--- src/rtl/mips_mem_access_unit_if.sv ---
// Signal bundle for mips_mem_access_unit. The master modport is the unit itself:
// it answers core requests and drives the data-memory bus.
interface mips_mem_access_unit_if;
  logic        req_valid;
  logic        req_ready;
  logic [3:0]  req_op;
  logic [31:0] req_addr;
  logic [31:0] req_wdata;
  logic [31:0] req_rt_old;
  logic        resp_valid;
  logic [31:0] resp_data;
  logic        resp_error;
  logic [31:0] mem_address;
  logic        mem_wr_en;
  logic        mem_read_en;
  logic [3:0]  mem_byte_en;
  logic        mem_waitrequest;
  logic [31:0] mem_wdata;
  logic [31:0] mem_rdata;

  modport master (
    input  req_valid, req_op, req_addr, req_wdata, req_rt_old,
    output req_ready, resp_valid, resp_data, resp_error,
    output mem_address, mem_wr_en, mem_read_en, mem_byte_en, mem_wdata,
    input  mem_waitrequest, mem_rdata
  );

  modport slave (
    output req_valid, req_op, req_addr, req_wdata, req_rt_old,
    input  req_ready, resp_valid, resp_data, resp_error,
    input  mem_address, mem_wr_en, mem_read_en, mem_byte_en, mem_wdata,
    output mem_waitrequest, mem_rdata
  );
endinterface

--- src/rtl/mips_mem_access_unit.sv ---
// MIPS load/store unit: one request at a time, word-aligned bus access, load extension/merge.
// Define MEM_TIMEOUT_EN to abort bus accesses stalled for TIMEOUT_CYCLES consecutive cycles.
module mips_mem_access_unit #(
  parameter int unsigned TIMEOUT_CYCLES = 64
) (
  input logic                    clk,
  input logic                    rst_n,
  mips_mem_access_unit_if.master bus
);

  typedef enum logic [1:0] {IDLE, BUS, RDCAP, RESP} state_t;

  localparam logic [3:0] OP_LB  = 4'd0;
  localparam logic [3:0] OP_LBU = 4'd1;
  localparam logic [3:0] OP_LH  = 4'd2;
  localparam logic [3:0] OP_LHU = 4'd3;
  localparam logic [3:0] OP_LW  = 4'd4;
  localparam logic [3:0] OP_LWL = 4'd5;
  localparam logic [3:0] OP_LWR = 4'd6;
  localparam logic [3:0] OP_SB  = 4'd7;
  localparam logic [3:0] OP_SH  = 4'd8;
  localparam logic [3:0] OP_SW  = 4'd9;

  if (TIMEOUT_CYCLES == 0) begin : g_bad_timeout
    $error("TIMEOUT_CYCLES must be at least 1");
  end

  state_t      state_q, state_d;
  logic [3:0]  op_q, op_d;
  logic [1:0]  off_q, off_d;
  logic [31:0] rt_old_q, rt_old_d;
  logic [31:0] mem_address_q, mem_address_d;
  logic        mem_wr_en_q, mem_wr_en_d;
  logic        mem_read_en_q, mem_read_en_d;
  logic [3:0]  mem_byte_en_q, mem_byte_en_d;
  logic [31:0] mem_wdata_q, mem_wdata_d;
  logic        resp_valid_q, resp_valid_d;
  logic        resp_error_q, resp_error_d;
  logic [31:0] resp_data_q, resp_data_d;

  logic        req_illegal;
  logic        timeout_hit;
  logic [31:0] load_result;
  logic [31:0] rd_shr;
  logic [4:0]  sh_lo;
  logic [4:0]  sh_hi;

`ifdef MEM_TIMEOUT_EN
  localparam int unsigned CNT_W = $clog2(TIMEOUT_CYCLES + 1);
  logic [CNT_W-1:0] to_cnt_q, to_cnt_d;

  always_comb begin
    to_cnt_d = '0;
    if (state_q == BUS && bus.mem_waitrequest) begin
      to_cnt_d = to_cnt_q + 1'b1;
    end
  end

  // Fires on the TIMEOUT_CYCLES-th consecutive stalled cycle.
  assign timeout_hit = (state_q == BUS) && bus.mem_waitrequest &&
                       (to_cnt_q == CNT_W'(TIMEOUT_CYCLES - 1));

  always_ff @(posedge clk or negedge rst_n) begin
    if (!rst_n) begin
      to_cnt_q <= '0;
    end else begin
      to_cnt_q <= to_cnt_d;
    end
  end
`else
  assign timeout_hit = 1'b0;
`endif

  always_comb begin
    req_illegal = 1'b0;
    case (bus.req_op)
      OP_LH, OP_LHU, OP_SH:                      req_illegal = bus.req_addr[0];
      OP_LW, OP_SW:                              req_illegal = |bus.req_addr[1:0];
      OP_LB, OP_LBU, OP_LWL, OP_LWR, OP_SB:      req_illegal = 1'b0;
      default:                                   req_illegal = 1'b1;
    endcase
  end

  // mem_rdata is valid in RDCAP; lane o is brought down to bits [7:0] first.
  always_comb begin
    sh_lo  = {off_q, 3'b000};
    sh_hi  = {~off_q, 3'b000};
    rd_shr = bus.mem_rdata >> sh_lo;
    case (op_q)
      OP_LB:   load_result = {{24{rd_shr[7]}}, rd_shr[7:0]};
      OP_LBU:  load_result = {24'h0, rd_shr[7:0]};
      OP_LH:   load_result = {{16{rd_shr[15]}}, rd_shr[15:0]};
      OP_LHU:  load_result = {16'h0, rd_shr[15:0]};
      OP_LWL:  load_result = (bus.mem_rdata << sh_hi) |
                             (rt_old_q & ((32'd1 << sh_hi) - 32'd1));
      OP_LWR:  load_result = rd_shr | (rt_old_q & ~(32'hFFFF_FFFF >> sh_lo));
      default: load_result = bus.mem_rdata;
    endcase
  end

  always_comb begin
    state_d       = state_q;
    op_d          = op_q;
    off_d         = off_q;
    rt_old_d      = rt_old_q;
    mem_address_d = mem_address_q;
    mem_wr_en_d   = mem_wr_en_q;
    mem_read_en_d = mem_read_en_q;
    mem_byte_en_d = mem_byte_en_q;
    mem_wdata_d   = mem_wdata_q;
    resp_valid_d  = 1'b0;
    resp_error_d  = 1'b0;
    resp_data_d   = 32'h0;

    case (state_q)
      IDLE: begin
        if (bus.req_valid) begin
          op_d     = bus.req_op;
          off_d    = bus.req_addr[1:0];
          rt_old_d = bus.req_rt_old;
          if (req_illegal) begin
            state_d      = RESP;
            resp_valid_d = 1'b1;
            resp_error_d = 1'b1;
          end else begin
            state_d       = BUS;
            mem_address_d = {bus.req_addr[31:2], 2'b00};
            case (bus.req_op)
              OP_SB: begin
                mem_wr_en_d   = 1'b1;
                mem_byte_en_d = 4'b0001 << bus.req_addr[1:0];
                mem_wdata_d   = {4{bus.req_wdata[7:0]}};
              end
              OP_SH: begin
                mem_wr_en_d   = 1'b1;
                mem_byte_en_d = bus.req_addr[1] ? 4'b1100 : 4'b0011;
                mem_wdata_d   = {2{bus.req_wdata[15:0]}};
              end
              OP_SW: begin
                mem_wr_en_d   = 1'b1;
                mem_byte_en_d = 4'b1111;
                mem_wdata_d   = bus.req_wdata;
              end
              default: begin
                mem_read_en_d = 1'b1;
                mem_byte_en_d = 4'b1111;
              end
            endcase
          end
        end
      end

      BUS: begin
        if (!bus.mem_waitrequest) begin
          mem_wr_en_d   = 1'b0;
          mem_read_en_d = 1'b0;
          if (op_q <= OP_LWR) begin
            state_d = RDCAP;
          end else begin
            state_d      = RESP;
            resp_valid_d = 1'b1;
          end
        end else if (timeout_hit) begin
          mem_wr_en_d   = 1'b0;
          mem_read_en_d = 1'b0;
          state_d       = RESP;
          resp_valid_d  = 1'b1;
          resp_error_d  = 1'b1;
        end
      end

      RDCAP: begin
        state_d      = RESP;
        resp_valid_d = 1'b1;
        resp_data_d  = load_result;
      end

      default: begin
        state_d = IDLE;
      end
    endcase
  end

  always_ff @(posedge clk or negedge rst_n) begin
    if (!rst_n) begin
      state_q       <= IDLE;
      op_q          <= 4'h0;
      off_q         <= 2'b00;
      rt_old_q      <= 32'h0;
      mem_address_q <= 32'h0;
      mem_wr_en_q   <= 1'b0;
      mem_read_en_q <= 1'b0;
      mem_byte_en_q <= 4'h0;
      mem_wdata_q   <= 32'h0;
      resp_valid_q  <= 1'b0;
      resp_error_q  <= 1'b0;
      resp_data_q   <= 32'h0;
    end else begin
      state_q       <= state_d;
      op_q          <= op_d;
      off_q         <= off_d;
      rt_old_q      <= rt_old_d;
      mem_address_q <= mem_address_d;
      mem_wr_en_q   <= mem_wr_en_d;
      mem_read_en_q <= mem_read_en_d;
      mem_byte_en_q <= mem_byte_en_d;
      mem_wdata_q   <= mem_wdata_d;
      resp_valid_q  <= resp_valid_d;
      resp_error_q  <= resp_error_d;
      resp_data_q   <= resp_data_d;
    end
  end

  assign bus.req_ready   = (state_q == IDLE);
  assign bus.resp_valid  = resp_valid_q;
  assign bus.resp_error  = resp_error_q;
  assign bus.resp_data   = resp_data_q;
  assign bus.mem_address = mem_address_q;
  assign bus.mem_wr_en   = mem_wr_en_q;
  assign bus.mem_read_en = mem_read_en_q;
  assign bus.mem_byte_en = mem_byte_en_q;
  assign bus.mem_wdata   = mem_wdata_q;

endmodule

--- src/flat_wrapper.sv ---
// flat-port wrapper written by rule: the top's interface ports become plain ports
module mips_mem_access_unit_flat 
#(
  parameter int unsigned TIMEOUT_CYCLES = 64
)
  (clk, rst_n, bus_req_valid, bus_req_op, bus_req_addr, bus_req_wdata, bus_req_rt_old, bus_req_ready, bus_resp_valid, bus_resp_data, bus_resp_error, bus_mem_address, bus_mem_wr_en, bus_mem_read_en, bus_mem_byte_en, bus_mem_wdata, bus_mem_waitrequest, bus_mem_rdata);
  mips_mem_access_unit_if bus_i ();
  input logic clk;
  input logic rst_n;
  input wire logic [$bits(bus_i.req_valid)-1:0] bus_req_valid;
  input wire logic [$bits(bus_i.req_op)-1:0] bus_req_op;
  input wire logic [$bits(bus_i.req_addr)-1:0] bus_req_addr;
  input wire logic [$bits(bus_i.req_wdata)-1:0] bus_req_wdata;
  input wire logic [$bits(bus_i.req_rt_old)-1:0] bus_req_rt_old;
  output wire logic [$bits(bus_i.req_ready)-1:0] bus_req_ready;
  output wire logic [$bits(bus_i.resp_valid)-1:0] bus_resp_valid;
  output wire logic [$bits(bus_i.resp_data)-1:0] bus_resp_data;
  output wire logic [$bits(bus_i.resp_error)-1:0] bus_resp_error;
  output wire logic [$bits(bus_i.mem_address)-1:0] bus_mem_address;
  output wire logic [$bits(bus_i.mem_wr_en)-1:0] bus_mem_wr_en;
  output wire logic [$bits(bus_i.mem_read_en)-1:0] bus_mem_read_en;
  output wire logic [$bits(bus_i.mem_byte_en)-1:0] bus_mem_byte_en;
  output wire logic [$bits(bus_i.mem_wdata)-1:0] bus_mem_wdata;
  input wire logic [$bits(bus_i.mem_waitrequest)-1:0] bus_mem_waitrequest;
  input wire logic [$bits(bus_i.mem_rdata)-1:0] bus_mem_rdata;
  assign bus_i.req_valid = bus_req_valid;
  assign bus_i.req_op = bus_req_op;
  assign bus_i.req_addr = bus_req_addr;
  assign bus_i.req_wdata = bus_req_wdata;
  assign bus_i.req_rt_old = bus_req_rt_old;
  assign bus_req_ready = bus_i.req_ready;
  assign bus_resp_valid = bus_i.resp_valid;
  assign bus_resp_data = bus_i.resp_data;
  assign bus_resp_error = bus_i.resp_error;
  assign bus_mem_address = bus_i.mem_address;
  assign bus_mem_wr_en = bus_i.mem_wr_en;
  assign bus_mem_read_en = bus_i.mem_read_en;
  assign bus_mem_byte_en = bus_i.mem_byte_en;
  assign bus_mem_wdata = bus_i.mem_wdata;
  assign bus_i.mem_waitrequest = bus_mem_waitrequest;
  assign bus_i.mem_rdata = bus_mem_rdata;
  mips_mem_access_unit #(.TIMEOUT_CYCLES(TIMEOUT_CYCLES)) u_core (.clk(clk), .rst_n(rst_n), .bus(bus_i));
endmodule
--- config.mk ---
export PLATFORM = sky130hd
export DESIGN_NAME = mips_mem_access_unit_flat
export DESIGN_NICKNAME = d
export VERILOG_FILES = /design/src/rtl/mips_mem_access_unit_if.sv /design/src/rtl/mips_mem_access_unit.sv /design/src/flat_wrapper.sv
export SDC_FILE = /design/constraint.sdc
export NUM_CORES = 1
export LEC_CHECK = 0
export CORE_ASPECT_RATIO = 0.9
export CORE_UTILIZATION = 43
export CTS_BUF_LIST = sky130_fd_sc_hd__clkbuf_8
export DETAILED_ROUTE_END_ITERATION = 6
export HOLD_SLACK_MARGIN = 0.1
export PLACE_DENSITY = 0.79
export SLEW_MARGIN = 20
export SYNTH_ARGS = -nofsm -noshare
export SYNTH_HDL_FRONTEND = slang
export SYNTH_SLANG_ARGS = --single-unit
--- constraint.sdc ---
create_clock -name clk -period 2.19 [get_ports clk]
set_clock_uncertainty 0.15 [all_clocks]
set_input_delay 0.438 -clock clk [delete_from_list [all_inputs] [get_ports clk]]
set_output_delay 0.438 -clock clk [all_outputs]
set_load 0.02 [all_outputs]
======== Yosys cells after proc, flatten, opt, wreduce, memory -nomap -nowiden ========
Cells that the tools add are included.
cells by class
  shifts and indexed selects .............. 5
  reduce and logical (&&, ||, !) cells .... 16
  mux-type cells .......................... 26
  bitwise operators ....................... 7
  equality and inequality tests ........... 21
  divide/modulo/power cells ............... 0
  add/sub/neg operators ................... 1
  multiply operators ...................... 0
  order comparisons ....................... 1
operator list
  cell                                                 number
  case mux 32 bit (6 select lines)                     1
  case mux 32 bit (3 select lines)                     1
  AND 32 bit                                           2
  bitwise OR 32 bit                                    2
  two-way mux 32 bit                                   1
  NOT 32 bit                                           1
  << shifter 1 x 5 -> 32 bit (first input constant)    1
  << shifter 32 x 5 -> 32 bit                          1
  >> shifter 32 x 5 -> 32 bit                          1
  >> shifter 32 x 5 -> 32 bit (first input constant)   1
  subtractor 32 x 1 -> 32 bit (second input constant)  1
  == test 4 x 3 -> 1 bit (second input constant)       6
  == test 4 x 2 -> 1 bit (second input constant)       4
  two-way mux 1 bit                                    13
  inequality test 2 bit (second input constant)        5
  AND reduction 5 bit                                  2
  == test 4 x 1 -> 1 bit (second input constant)       2
  == test 4 bit (second input constant)                2
  logical NOT 4 bit                                    2
  case mux 4 bit (2 select lines)                      1
  two-way mux 2 bit                                    3
  case mux 1 bit (3 select lines)                      2
  case mux 2 bit (3 select lines)                      1
  OR reduction 3 bit                                   2
  other kinds (16)                                     19
word-level totals
  memories ................................ 0
  input port bits ......................... 136
  register bits ........................... 142
  bits in writable memories ............... 0
  ROM bits ................................ 0
  bits in latches ......................... 0

======== Longest topological paths before layout ========
  word-level depth ........................ 7
  gate-level depth with buffers ........... 9
  mapped depth without buffers ............ 7

======== Worst setup path before layout ========
OpenSTA, ideal clock, no wires.
  path kind ............................... register -> register
  from .................................... reg u_core.state_q[0]
  to ...................................... reg u_core.op_q[1]
  stages on the path, launching flop included .. 8
  data arrival time ....................... 1.931 ns
  path buffers ............................ 3
  setup slack ............................. -0.016 ns
  data required time ...................... 1.915 ns
  clock period less this slack ............ 2.206 ns
  cells stage by stage .................... dfrtp_1 > inv_1 > ha_1 > and2_1 > clkbuf_1 > buf_2 > buf_2 > mux2_2
between the ends
  word-level cells in the longest chain between the ends .. 2
ends and longest elaborated chain
  what                           line                         RTL
  start, declared                mips_mem_access_unit.sv:28   state_t state_q, state_d;
  start signal, assigned         mips_mem_access_unit.sv:199  state_q <= state_d;
  logical NOT 2 bit              --
  net bus_req_ready              flat_wrapper.sv:15           output wire logic [$bits(bus_i.req_ready)-1:0] bus_req_ready;
  AND reduction 2 bit (no line)  --
  end signal, assigned           mips_mem_access_unit.sv:200  op_q <= op_d;
  end, declared                  mips_mem_access_unit.sv:29   logic [3:0] op_q, op_d;
The timed path passes the listed nets, and every way through them passes these cells.
A chain may end at the register's enable or synchronous reset.

======== Worst setup path in the final report ========
  from .................................... reg u_core.off_q[0]
  to ...................................... reg u_core.resp_data_q[27] (netlist: u_core.bus.resp_data[27])
between the ends
  word-level cells in the longest chain between the ends .. 7
  elaborated cells between the ends (all ways) .. 13
ends and longest elaborated chain
  what                                  line                         RTL
  start, declared                       mips_mem_access_unit.sv:30   logic [1:0] off_q, off_d;
  start signal, assigned                mips_mem_access_unit.sv:188  off_q <= 2'b00;
  start signal, assigned                mips_mem_access_unit.sv:201  off_q <= off_d;
  NOT 2 bit                             mips_mem_access_unit.sv:87   sh_hi = {~off_q, 3'b000};
  << shifter 1 x 5 -> 32 bit            mips_mem_access_unit.sv:95   (rt_old_q & ((32'd1 << sh_hi) - 32'd1));
  subtractor 32 x 1 -> 32 bit           mips_mem_access_unit.sv:95
  AND 32 bit                            mips_mem_access_unit.sv:95
  bitwise OR 32 bit                     mips_mem_access_unit.sv:94   OP_LWL: load_result = (bus.mem_rdata << sh_hi) |
  case mux 32 bit (6 select lines) (*)  mips_mem_access_unit.sv:89   case (op_q)
  two-way mux 32 bit (*)                mips_mem_access_unit.sv:115  case (state_q)
  net u_core.resp_data_d[27]            mips_mem_access_unit.sv:39   logic [31:0] resp_data_q, resp_data_d;
  end signal, assigned                  mips_mem_access_unit.sv:210  resp_data_q <= resp_data_d;
  end, declared                         mips_mem_access_unit.sv:39
Mark *: on every way through the listed nets, which the timed path passes. The rest lies on a longest branch.

==> flow_summary_export.csv <==
group,metric,value,unit
min_path,start_point_of_the_worst_min_delay_path,"u_core.bus.mem_wdata[4]",
worst_setup_path,cell_repeated_most_along_the_worst_path,"a21oi_1",
status,failed_checks,"negative setup slack",
worst_setup_path,cp-end-kind,"flip-flop",
power_and_ir_drop,cellPowerDensity,1414,mW/mm2
floorplanning,die-height,125.6,um
global_route,maximum_number_of_pins_on_one_net_before_global_route_repair,46,
synth,synth_seq_cells,142,
layout,drive_gt1_share,19.25,%
routing,dr_wl_met2,10690,um
floorplanning,row_count,44,
sta,max_clock_freq,0.4550,GHz
sta,finalCritPeriodShare,100.4,%
synth,muxShareOfSynthArea,17.57,%
synth,netlist_top_cells_count,"dfrtp_1, nand2_1, mux2_2, o21ai_0, mux2i_1",
synth,dominantRegCellSynth,"dfrtp_1",
sta,setup_repair_after_global_routing_missed_its_margin,"true",
synth,yosysWarnings,0,
sta,finalWorstSetupSlack,-0.007942,ns
min_path,timing.hold.worst_path_depth,2,
clock_network,cts_htree_levels,4,
synth,synthDominantCellAreaShare,48.68,%
power_and_ir_drop,leakage_power,0.004527,uW
synth,post-synth-top-count-cell,"dfrtp_1",
min_path,hold_class,"reg2reg",
worst_setup_path,cp_cell_sequence,"buf_12 -> mux2_2 -> nor2_1 -> a21oi_1 -> a222oi_1 -> a21oi_1",
synth,synth_area_leaders,"dfrtp_1, mux2_2, mux2i_1",
routing,route.top_layer_used,"met4",
routing,avgRoutedWirePerCell,19.46,um
sta,timing.final.setup_violations,1,
layout,nNetsFinal,1111,
worst_setup_path,setup.worst_path.start_class,"flip-flop",
routing,route.final.wire_length,23140,um
min_path,endpoint_of_the_worst_hold_path,"u_core.bus.mem_wdata[4]",
worst_setup_path,reg2reg_to,"u_core.bus.resp_data[27]",
worst_setup_path,crit-reg2reg-launch,"u_core.off_q[0]",
routing,wl_met1,9273,um
worst_setup_path,critical_path_peak_fanout,17,
worst_setup_path,cpMaxStageDelayCell,"dfrtp_2",
clock_network,numClockSinks,142,
routing,drt-initial-drc-count,591,
clock_network,cts_inserted_buffers,17,
floorplanning,floorplan.die_area,0.01750,mm2
global_route,grt_first_pass_wirelength,36560,um
floorplanning,core_area,0.01635,mm2
synth,yosysSeqAreaShare,48.68,%
synth,syn_inst,702,
clock_network,clock-root-buffer,"clkbuf_8",
placement,dp_hpwl,16920,um
placement,detailed_place.area,0.01024,mm2
placement,port_buffers,238,
layout,area_growth_syn_to_layout,46.85,%
global_route,antenna_violations_before_repair,0,
sta,final_max_slew_viol_count,0,
routing,avgViaCountPerCell,5.639,
synth,synthDistinctLibCells,58,
clock_network,cts_tree,"done",
synth,area_share_of_fa_ha_maj_cells_after_synthesis,0.8570,%
placement,global_placer_s_final_weighted_congestion,0.9561,
synth,synth_compound_gate_area_share,17.79,%
flow_run,cap_viol_max_count,0,
worst_setup_path,r2r_slack,-0.008,ns
synth,dominant_combinational_cell_family_by_area_after_synthesis,"compound AO/OA/AOI/OAI gates",
layout,diodes,0,
synth,synth_largest_area_cell,"dfrtp_1",
global_route,grt-ovfl-total,0,
placement,dp.cells,1156,
floorplanning,effective_utilization_at_floorplan,44.64,%
clock_network,clock_path_buffers,2,
synth,yosys.area_share.xor_xnor,0.1200,%
synth,synthSimpleGateAreaFrac,10.16,%
sta,setup-tns-final,-0.007942,ns
worst_setup_path,setup.worst_path.class,"reg2reg",
clock_network,worst_skew_pair.late_latency,0.44,ns
synth,synth_async_sr_flop_share,100.0,%
floorplanning,die_width,139.3,um
worst_setup_path,critPathArrivalTime,2.36,ns
global_route,first_global_vias,6807,
routing,drc,0,
sta,slew-limit-headroom,58.28,%
floorplanning,boundaryPins,241,
routing,ant_nets,0,
layout,final_area,0.01072,mm2
routing,detail_route.first_pass.iterations,6,
power_and_ir_drop,vdd_ir_drop_max,923.4,uV
routing,routed-wl-met3,2709,um
clock_network,clkTransAtPathRegs,0.08,ns
sta,final_hold_viol_count,0,
routing,via_count,6705,
sta,final_period_minus_worst_setup_slack,2.198,ns
layout,finalNonFillerCells,1189,
worst_setup_path,max_stage_delay,0.52,ns
global_route,grt_usage,27.16,%
synth,synthesis.area_per_instance,10.40,um2
synth,syn_area,0.007300,mm2
synth,synth-edff-count,0,
status,run_status,"finished, violations left",
sta,worstMarginPinSlew,0.6216,ns
worst_setup_path,worst-endpoint-required,2.35,ns
worst_setup_path,worstRegToRegCells,6,
-- per-stage QoR --
stage	worst slack [ns]	hold slack [ns]	power, uW	utilization, %
floorplan	0.08416	-0.007591	9107	-
global placement	-0.2097	0.2600	12430	62.63
detailed placement	-0.2561	0.2572	12600	62.63
CTS	0.003735	0.3377	15050	65.41
global route	-0.05139	0.3553	15990	65.56
finish	-0.007942	0.3367	15160	65.56
-- state kept, by name, summed over array words and instances, names as in the netlist --
name,cells
u_core.bus.mem_address,30
u_core.bus.resp_data,32
u_core.state_q,2
u_core.bus.mem_read_en,1
u_core.off_q,2
u_core.bus.resp_error,1
u_core.bus.resp_valid,1
u_core.bus.mem_byte_en,4
u_core.bus.mem_wr_en,1
u_core.rt_old_q,32
u_core.op_q,4
u_core.bus.mem_wdata,32
-- per-layer routing --
layer	GRT usage [%]	vias to the layer above
met3	10.34	46
met4	8.562	0
li1	-	3042
met2	42.06	394
met1	35.06	3223
met5	0	-
-- layout make-up --
| class | instances | area [um2] |
|---|---|---|
| Inverter | 9 | 33.78 |
| Clock inverter | 13 | 198.9 |
| Sequential cell | 142 | 3555 |
| Clock buffer | 18 | 247.7 |
| Multi-Input combinational cell | 497 | 3438 |
| Tap cell | 207 | 259.0 |
| Timing Repair Buffer | 303 | 2987 |
| Fill cell | 1281 | 5632 |
-- worst max-delay path by stage --
stage | slack (ns) | endpoint | depth (start not counted) | from
final | -0.008 | u_core.bus.resp_data[27] | 6 | u_core.off_q[0]
after global routing | -0.05 | u_core.bus.resp_data[27] | 6 | u_core.off_q[0]
after CTS | 0.004 | u_core.bus.resp_data[27] | 6 | u_core.off_q[0]
after detailed placement | -0.26 | u_core.bus.resp_data[13] | 5 | bus_mem_rdata[23]
after global placement | -0.21 | u_core.bus.resp_data[15] | 6 | bus_mem_rdata[7]
after floorplan | 0.08 | u_core.op_q[1] | 7 | u_core.state_q[0]
-- where the power goes --
part           switching (uW)  total (uW)  internal, uW
registers                 823        4700          3880
clock network            1030        2400          1370
logic                    4170        8070          3890
-- cell usage in the layout (no fill, tap or decap), types with 3 or more instances in the layout --
cell type / Yosys / final
clkdlybuf4s50_1: 0 / 236
or2_2: 2 / 3
buf_4: 8 / 55
o21ai_0: 71 / 71
nand2b_1: 3 / 3
mux2_1: 4 / 4
inv_1: 9 / 12
a31oi_1: 11 / 10
mux2i_1: 40 / 40
ha_1: 5 / 4
o211ai_1: 10 / 10
o21a_1: 7 / 7
and2_1: 6 / 5
dfrtp_1: 142 / 141
buf_12: 0 / 9
clkbuf_8: 0 / 18
a22oi_1: 14 / 14
bufinv_16: 0 / 5
a21o_1: 10 / 10
a31oi_2: 4 / 5
a222oi_1: 7 / 7
nor2_1: 27 / 26
nor2b_1: 5 / 5
o22ai_1: 8 / 8
nand2_1: 106 / 106
mux2_2: 73 / 73
a211oi_1: 3 / 3
a21oi_1: 37 / 37
nand3_1: 4 / 4
o31ai_1: 3 / 3
-- critical path, delay by kind of cell (launching register included) --
kind / cells / cell delay [ns]
and+or+nand+nor: 1 / 0.14
buffers and inverters: 1 / 0.20
DFF: 1 / 0.52
muxes: 1 / 0.37
AOI/OAI and AO/OA: 3 / 0.67
-- repair_timing --
action / 4_1_cts / 5_1_grt
hold buffers: 1 / 0
pin swaps: 0 / 0
setup endpoints to repair: 1 / 5
endpoints found under the hold margin: 41 / 0
setup buffers: 0 / 1
gates resized for setup: 1 / 3
-- cells by family after synthesis --
| logic type | count (synthesis) |
|---|---|
| muxes | 118 |
| xor gates and xnor gates | 1 |
| adders and majority gates | 5 |
| DFF | 142 |
| AOI/OAI and AO/OA | 203 |
| buffers and inverters | 64 |
| and+or+nand+nor | 168 |
| other | 1 |
No activity file was read; power rests on OpenSTA's default activity.
